## src/rtl/frame_sync_pkg.sv

```systemverilog
// rtl/frame_sync_pkg.sv - shared types and widths for the frame_sync deframer
//
// Contents:
//   state_t      : deframer state (HUNT, PAYLOAD, CHECK)
//   SYNC_LEN     : sync word length in bits
//   BIT_CNT_W    : width of the bit-in-byte counter
//   BYTE_CNT_W   : width of the payload byte counter
//   miss_cnt_w() : width of the consecutive-miss counter for a given miss limit
package frame_sync_pkg;

    typedef enum logic [1:0] {
        HUNT    = 2'd0,
        PAYLOAD = 2'd1,
        CHECK   = 2'd2
    } state_t;

    localparam int SYNC_LEN   = 8;
    localparam int BIT_CNT_W  = 3;
    localparam int BYTE_CNT_W = 8;

    function automatic int miss_cnt_w(input int miss_limit);
        return $clog2(miss_limit + 1);
    endfunction

endpackage

```

## src/rtl/frame_sync_popcount8.sv

```systemverilog
// rtl/frame_sync_popcount8.sv - combinational 8-bit Hamming weight
//
// Ports:
//   i_data  [7:0] : word whose set bits are counted
//   o_count [3:0] : number of set bits (0..8)
module frame_sync_popcount8 (
    input  logic [7:0] i_data,
    output logic [3:0] o_count
);

    always_comb begin
        o_count = 4'd0;
        for (int i = 0; i < 8; i++) begin
            o_count = o_count + {3'b000, i_data[i]};
        end
    end

endmodule

```

## src/rtl/frame_sync.sv

```systemverilog
// rtl/frame_sync.sv - sync-word hunting deframer with flywheel lock
//
// Ports:
//   i_clk_slow     : bit-rate clock
//   i_rst          : asynchronous active-low reset
//   i_bit_valid    : i_bit_in carries a received bit this cycle
//   i_bit_in       : demodulated bit
//   o_byte_out     : payload byte, MSB is the first received bit
//   o_byte_valid   : one-cycle pulse, o_byte_out is valid
//   o_frame_start  : one-cycle pulse, sync word accepted
//   o_sync_miss    : one-cycle pulse, expected sync bad but lock held
//   o_locked       : frame alignment held
//   o_frame_cnt    : count of accepted sync words, wraps 255 -> 0
module frame_sync
    import frame_sync_pkg::*;
#(
    parameter logic [7:0] SYNC_WORD     = 8'hA5,
    parameter int         PAYLOAD_BYTES = 4,
    parameter int         HUNT_TOL      = 0,
    parameter int         LOCK_TOL      = 1,
    parameter int         MISS_LIMIT    = 2
) (
    input  logic       i_clk_slow,
    input  logic       i_rst,
    input  logic       i_bit_valid,
    input  logic       i_bit_in,
    output logic [7:0] o_byte_out,
    output logic       o_byte_valid,
    output logic       o_frame_start,
    output logic       o_sync_miss,
    output logic       o_locked,
    output logic [7:0] o_frame_cnt
);

    localparam int MISS_W = miss_cnt_w(MISS_LIMIT);

    localparam logic [3:0]            HUNT_TOL_W = 4'(HUNT_TOL);
    localparam logic [3:0]            LOCK_TOL_W = 4'(LOCK_TOL);
    localparam logic [BYTE_CNT_W-1:0] LAST_BYTE  = BYTE_CNT_W'(PAYLOAD_BYTES - 1);
    // miss_cnt + 1 < MISS_LIMIT  <=>  miss_cnt < MISS_LIMIT - 1
    localparam logic [MISS_W-1:0]     MISS_LAST  = MISS_W'(MISS_LIMIT - 1);

    state_t                  r_state;
    logic [SYNC_LEN-1:0]     r_sr;
    logic [3:0]              r_fill;
    logic [BIT_CNT_W-1:0]    r_bit_cnt;
    logic [BYTE_CNT_W-1:0]   r_byte_cnt;
    logic [MISS_W-1:0]       r_miss_cnt;
    logic [7:0]              r_byte_out;
    logic                    r_byte_valid;
    logic                    r_frame_start;
    logic                    r_sync_miss;
    logic                    r_locked;
    logic [7:0]              r_frame_cnt;

    logic [SYNC_LEN-1:0]     w_sr_next;
    logic [3:0]              w_dist;
    logic                    w_fill_full;
    logic                    w_last_bit;

    assign w_sr_next   = {r_sr[SYNC_LEN-2:0], i_bit_in};
    // The bit shifted in on this edge is the 8th (or later) since reset.
    assign w_fill_full = (r_fill >= 4'd7);
    assign w_last_bit  = (r_bit_cnt == 3'd7);

    frame_sync_popcount8 u_popcount (
        .i_data  (w_sr_next ^ SYNC_WORD),
        .o_count (w_dist)
    );

    always_ff @(posedge i_clk_slow or negedge i_rst) begin
        if (!i_rst) begin
            r_state       <= HUNT;
            r_sr          <= '0;
            r_fill        <= '0;
            r_bit_cnt     <= '0;
            r_byte_cnt    <= '0;
            r_miss_cnt    <= '0;
            r_byte_out    <= '0;
            r_byte_valid  <= 1'b0;
            r_frame_start <= 1'b0;
            r_sync_miss   <= 1'b0;
            r_locked      <= 1'b0;
            r_frame_cnt   <= '0;
        end else begin
            // Pulses drop on every edge, so gaps never stretch them.
            r_byte_valid  <= 1'b0;
            r_frame_start <= 1'b0;
            r_sync_miss   <= 1'b0;
            if (i_bit_valid) begin
                r_sr <= w_sr_next;
                if (r_fill != 4'd8) begin
                    r_fill <= r_fill + 4'd1;
                end
                case (r_state)
                    HUNT: begin
                        if (w_fill_full && (w_dist <= HUNT_TOL_W)) begin
                            r_state       <= PAYLOAD;
                            r_frame_start <= 1'b1;
                            r_locked      <= 1'b1;
                            r_frame_cnt   <= r_frame_cnt + 8'd1;
                            r_bit_cnt     <= '0;
                            r_byte_cnt    <= '0;
                            r_miss_cnt    <= '0;
                        end
                    end
                    PAYLOAD: begin
                        if (w_last_bit) begin
                            r_bit_cnt    <= '0;
                            r_byte_out   <= w_sr_next;
                            r_byte_valid <= 1'b1;
                            if (r_byte_cnt == LAST_BYTE) begin
                                r_byte_cnt <= '0;
                                r_state    <= CHECK;
                            end else begin
                                r_byte_cnt <= r_byte_cnt + 1'b1;
                            end
                        end else begin
                            r_bit_cnt <= r_bit_cnt + 1'b1;
                        end
                    end
                    CHECK: begin
                        if (w_last_bit) begin
                            r_bit_cnt  <= '0;
                            r_byte_cnt <= '0;
                            if (w_dist <= LOCK_TOL_W) begin
                                r_frame_start <= 1'b1;
                                r_frame_cnt   <= r_frame_cnt + 8'd1;
                                r_miss_cnt    <= '0;
                                r_state       <= PAYLOAD;
                            end else if (r_miss_cnt < MISS_LAST) begin
                                r_sync_miss <= 1'b1;
                                r_miss_cnt  <= r_miss_cnt + 1'b1;
                                r_state     <= PAYLOAD;
                            end else begin
                                // sr is kept so HUNT can re-detect on the very next bit.
                                r_locked   <= 1'b0;
                                r_miss_cnt <= '0;
                                r_state    <= HUNT;
                            end
                        end else begin
                            r_bit_cnt <= r_bit_cnt + 1'b1;
                        end
                    end
                    default: r_state <= HUNT;
                endcase
            end
        end
    end

    assign o_byte_out    = r_byte_out;
    assign o_byte_valid  = r_byte_valid;
    assign o_frame_start = r_frame_start;
    assign o_sync_miss   = r_sync_miss;
    assign o_locked      = r_locked;
    assign o_frame_cnt   = r_frame_cnt;

endmodule
```

## config.mk

```make
export PLATFORM = sky130hd
export DESIGN_NAME = frame_sync
export DESIGN_NICKNAME = d
export VERILOG_FILES = /design/src/rtl/frame_sync_pkg.sv /design/src/rtl/frame_sync_popcount8.sv /design/src/rtl/frame_sync.sv
export SDC_FILE = /design/constraint.sdc
export NUM_CORES = 1
export LEC_CHECK = 0
export BUFFER_PORTS_ARGS = -buffer_cell sky130_fd_sc_hd__buf_2
export CAP_MARGIN = 20
export CORE_UTILIZATION = 40
export CTS_CLUSTER_SIZE = 28
export DETAILED_ROUTE_END_ITERATION = 16
export PLACE_DENSITY = 0.66
export SYNTH_ARGS = -nofsm -noshare
export SYNTH_HDL_FRONTEND = slang
export SYNTH_SLANG_ARGS = --single-unit
```

## constraint.sdc

```tcl
create_clock -name i_clk_slow -period 6.6 [get_ports i_clk_slow]
set_input_delay 0.66 -clock i_clk_slow [delete_from_list [all_inputs] [get_ports i_clk_slow]]
set_output_delay 0.66 -clock i_clk_slow [all_outputs]
set_load 0.1 [all_outputs]
```

Word level (Yosys, flattened, before mapping)
Cells that the tools add are included.
- add/subtract/negate cells: 12
- order comparisons: 4
- equal/unequal tests: 12
- muxes and demuxes: 42
- bitwise logic cells: 1
- reductions and logical operators: 14
- operators with widths (operator ; count):
    8-bit two-way mux ; 7
    4-bit by 1-bit adder with 4-bit output ; 6
    8-bit case mux with 3 select lines ; 1
    1-bit two-way mux ; 18
    8-bit by 1-bit adder with 8-bit output, second input constant ; 2
    2-bit two-way mux ; 8
    8-bit case mux with 2 select lines ; 1
    5-bit AND reduction ; 3
    2-bit != test, second input constant ; 7
    8-bit by 2-bit == test with 1-bit output, second input constant ; 1
    4-bit by 1-bit <= comparator with 1-bit output, second input constant ; 2
    3-bit two-way mux ; 2
    2-bit case mux with 3 select lines ; 1
    3-bit case mux with 2 select lines ; 1
    3-bit AND reduction ; 2
    6-bit AND reduction ; 1
    4-bit by 1-bit adder with 4-bit output, second input constant ; 1
    4-bit by 3-bit >= comparator with 1-bit output, second input constant ; 1
    4-bit != test, second input constant ; 1
    4-bit inverter ; 1
    1-bit case mux with 2 select lines ; 2
    2-bit case mux with 2 select lines ; 1
    4-bit AND reduction ; 1
    2-bit nonzero test ; 2
    12 further kinds ; 12
- bits in registers: 46
- input bits: 4
- output and inout bits: 20
- logic and storage cells: 97

Depth between registers and ports, before layout
- depth in word-level cells: 13
- depth in mapped cells: 15
- gate-level depth less buffers: 14

Hierarchy
From an unflattened synthesis, not the netlist that was laid out.
- cells, all modules: 225
- area, all modules: 2417.3 um^2
- modules (own cells, without submodules) (module ; instances ; cells an instance ; area each (um^2)):
    frame_sync ; 1 ; 204 ; 2238.4
    frame_sync_popcount8 ; 1 ; 21 ; 178.9

Worst setup path before layout
OpenSTA, ideal clock, no wires.
- path kind: input to register
- from: in i_bit_in
- to: reg r_byte_cnt[6]
- setup time: 0.104 ns
- data arrival time: 4.387 ns
- data required time: 6.496 ns
- slack: 2.110 ns
- stages: 15
- buffers on the path: 1
- cells stage by stage: inv_1 -> ha_1 -> inv_1 -> fa_1 -> inv_1 -> fa_1 -> inv_1 -> fa_1 -> fa_1 -> or3b_1 -> nor4b_2 -> o2111ai_2 -> or2_1 -> buf_6 -> o41ai_2
- word-level cells in the longest chain between the ends: 12
- ends and longest elaborated chain (item ; RTL line ; text):
    start, declared ; frame_sync.sv:26 ; input logic i_bit_in,
    4-bit inverter (no source line) ; -- ;
    1-bit by 1-bit adder with 2-bit output ; frame_sync_popcount8.sv:14 ; o_count = o_count + {3'b000, i_data[i]};
    4-bit by 1-bit adder with 4-bit output (6 in a row) ; frame_sync_popcount8.sv:14 ;
    4-bit by 1-bit <= comparator with 1-bit output ; frame_sync.sv:97 ; if (w_fill_full && (w_dist <= HUNT_TOL_W)) begin
    1-bit logical AND ; frame_sync.sv:97 ;
    2-bit != test (no source line) ; -- ;
    5-bit AND reduction (no source line) ; -- ;
    end signal, assigned ; frame_sync.sv:116 ; r_byte_cnt <= r_byte_cnt + 1'b1;
    end, declared ; frame_sync.sv:47 ; logic [BYTE_CNT_W-1:0] r_byte_cnt;
No other way between the ends.
A chain may end at the register's enable or synchronous reset.

Worst setup path in the final report
Same ends and word-level chain as after synthesis.

==> run metrics <==
Fillers=550; pre-CTS setup slack=1.79 ns; GR Overflow Total=0; syn avg cell area=10.7 µm²; number of flops mapped to enable cells by yosys=0; total of warnings raised by yosys=0; CP Class=in -> reg; Synth top cells by count=dfrtp_1 (46), inv_1 (25), nand2_1 (25); combinational power share=48.9%; Reg clk slew, reported paths=0.09 ns; top-count cell post-synth=dfrtp_1; Mapped Area=2380 µm²; Post-synth ARST share=100%; Nets=271; cts hold-fix bufs=0; crit path launch=i_bit_in; Cells after Synth=222; Final Skew=0.00692 ns; Vias=1659; status=complete, no violations; first-pass detailed-route iteration total=4; starting density of the core=42.4%; overall routing resource usage=14.8%; root cell of the clock tree=clkbuf_8; #FFs+latches synth=46; CTS Buffer Depth=2; final period utilization=67.6%; postcts setup bufs=0; core area=5610 µm²; row cnt=27; Sw Ratio=46.9%; Post-DP HPWL=2930 µm; Die Y=79.1 µm; largest net degree at the start of global routing=47; Sink Count=46; proportion of layout cells with a drive suffix above 1=19.7%; setup TNS=0 ns; worst skew pair latency=0.31 ns; leading area contributor after synthesis=dfrtp_1; min Tclk post-route=4.46 ns; Area after DPL=2560 µm²; Die X=79.1 µm; Crit Path Max Fanout=10; final worst slack=2.14 ns; Pint=695 µW; syn_nets=245; First DRT Iteration DRCs=107; P_sw=615 µW; CTS buffer count=5; WL/cell=12.7 µm; H-tree Lvls=2; Worst setup EP type=register; Worst EP required=6.80 ns; Max-Cap Viols=0; port bufs=23; Power Total=1.31 mW; Final Hold Vio Count=0; Pleak=1.35 nW; Top Ports=24; most common flop cell mapped by yosys=dfrtp_1; Seq pwr share=32.1%; Resize count post-CTS=0; Pins Over Slew Limit=0; Worst-Margin Slew=0.653 ns; Vias/cell=5.17; Design Area, Final=2720 µm²; initial antenna violation count=0; min-delay worst type=in -> async; TritonCTS clock tree=yes; Clock Power Share=19.0%; antenna-violating nets left=0; final setup vio count=0; DR DRC count=0; RePlAce Congestion=0.803; routed wire length=4080 µm; Hold WS=0.342 ns; leading post-synthesis cells by cell area=dfrtp_1 (48%), ha_1 (7.9%), mux2_2 (5.2%); Seq/Total Area, Yosys=48.4%; Max-slew headroom=56.0%; FF-to-FF Start=r_sr[0]$_DFFE_PN0P_; ANT cells=0; top-area cell type share of the netlist area=48.4%; Syn-to-layout area delta=14.5%; number of global-route vias before repair=1592; maximum VDD drop=0.000297 V; Arrival @ worst endpoint=4.67 ns; cell area power density=481 nW/µm²; RSZ-0062 raised after global routing=false; Die ar.=6260 µm²; Max Freq=224 MHz; Yosys cell types=36; CP Launch Type=input pin; first-pass GRT wire length=7110 µm
-- layout by cell type, fill, tap and decap left out, drive strengths merged, types with 2 or more instances in the layout --
| master | instances |
|---|---|
| and3 | 7 |
| o41ai | 5 |
| nand2b | 2 |
| o31ai | 6 |
| o21ai | 23 |
| dfrtp | 46 |
| and3b | 2 |
| xnor2 | 8 |
| nand4 | 7 |
| inv | 25 |
| nand2 | 25 |
| fa | 4 |
| nand3 | 6 |
| ha | 15 |
| bufinv | 2 |
| clkbuf | 5 |
| mux2i | 3 |
| nor2 | 7 |
| buf | 24 |
| mux2 | 11 |
-- critical path, stage by stage --
cell and delay [ns]:
buf_2 0.08, inv_1 0.04, ha_1 0.26, inv_1 0.04
fa_1 0.47, inv_1 0.05, fa_1 0.50, inv_1 0.05
fa_1 0.38, fa_1 0.42, or3b_1 0.38, nor4b_2 0.30
o2111ai_2 0.28, or2_1 0.40, o41ai_2 0.33
-- path summary, 6_finish.rpt --
check	endpoint	slack, ns	cells after the start
max	r_byte_cnt[6]$_DFFE_PN0P_	2.14	15
min	o_byte_out[0]$_DFFE_PN0P_	0.34	1
max reg2reg	r_byte_cnt[6]$_DFFE_PN0P_	2.19	13
min reg2reg	o_frame_cnt[7]$_DFFE_PN0P_	0.47	1
max in group asynchronous	o_frame_cnt[5]$_DFFE_PN0P_	5.75	2
min in group i_clk_slow	o_frame_cnt[7]$_DFFE_PN0P_	0.47	1
-- layer usage --
metal,wire [µm],part of all wire (%),up-vias,global-route usage (%)
met5,0,0,-,0
met3,124,3.0,8,3.10
met1,2030,50,804,19.7
li1,-,-,813,-
met2,1830,45,34,22.4
met4,98,2.4,0,8.18
-- sequential cells by signal (all words and copies together) (netlist names), 2 cells and up --
name / flops
o_byte_out: 8
o_frame_cnt: 8
r_bit_cnt: 3
r_byte_cnt: 8
r_fill: 4
r_miss_cnt: 2
r_sr: 7
r_state: 2
-- cells by family (layout without fill, tap and decap cells) --
| group | after synthesis | after routing | share of synthesized area [%] |
|---|---|---|---|
| compound gates | 40 | 40 | 11.5 |
| xor+xnor | 9 | 9 | 3.31 |
| fa+ha+maj | 19 | 19 | 11.3 |
| buf+inv | 30 | 57 | 5.05 |
| flops | 46 | 46 | 48.4 |
| mux | 14 | 14 | 6.47 |
| simple gates | 64 | 64 | 14.0 |
-- final cells by class --
class	count	area, µm²	share of cell area (%)
clock buffer	5	68.8	2.53
clock inverter	3	68.8	2.53
inverter	25	93.8	3.45
multi-input combinational	146	1110	40.7
sequential	46	1150	42.3
tap	72	90.1	3.31
timing repair buffer	24	143	5.24
-- through the flow --
step	util (%)	std cells
final	48.6	321
after floorplan	-	222
after detailed placement	45.6	312
after CTS	48.1	320
after global placement	45.6	312
after global routing	48.6	321
-- power groups by stage --
stage          Combinational, mW  Clock, mW  Sequential [mW]
2_1_floorplan              0.300          0            0.653
3_3_place_gp               0.629          0            0.425
3_5_place_dp               0.641          0            0.426
4_1_cts                    0.643      0.258            0.421
5_1_grt                    0.699      0.267            0.431
6_report                   0.640      0.248            0.421
(Power assumes the default switching activity.)
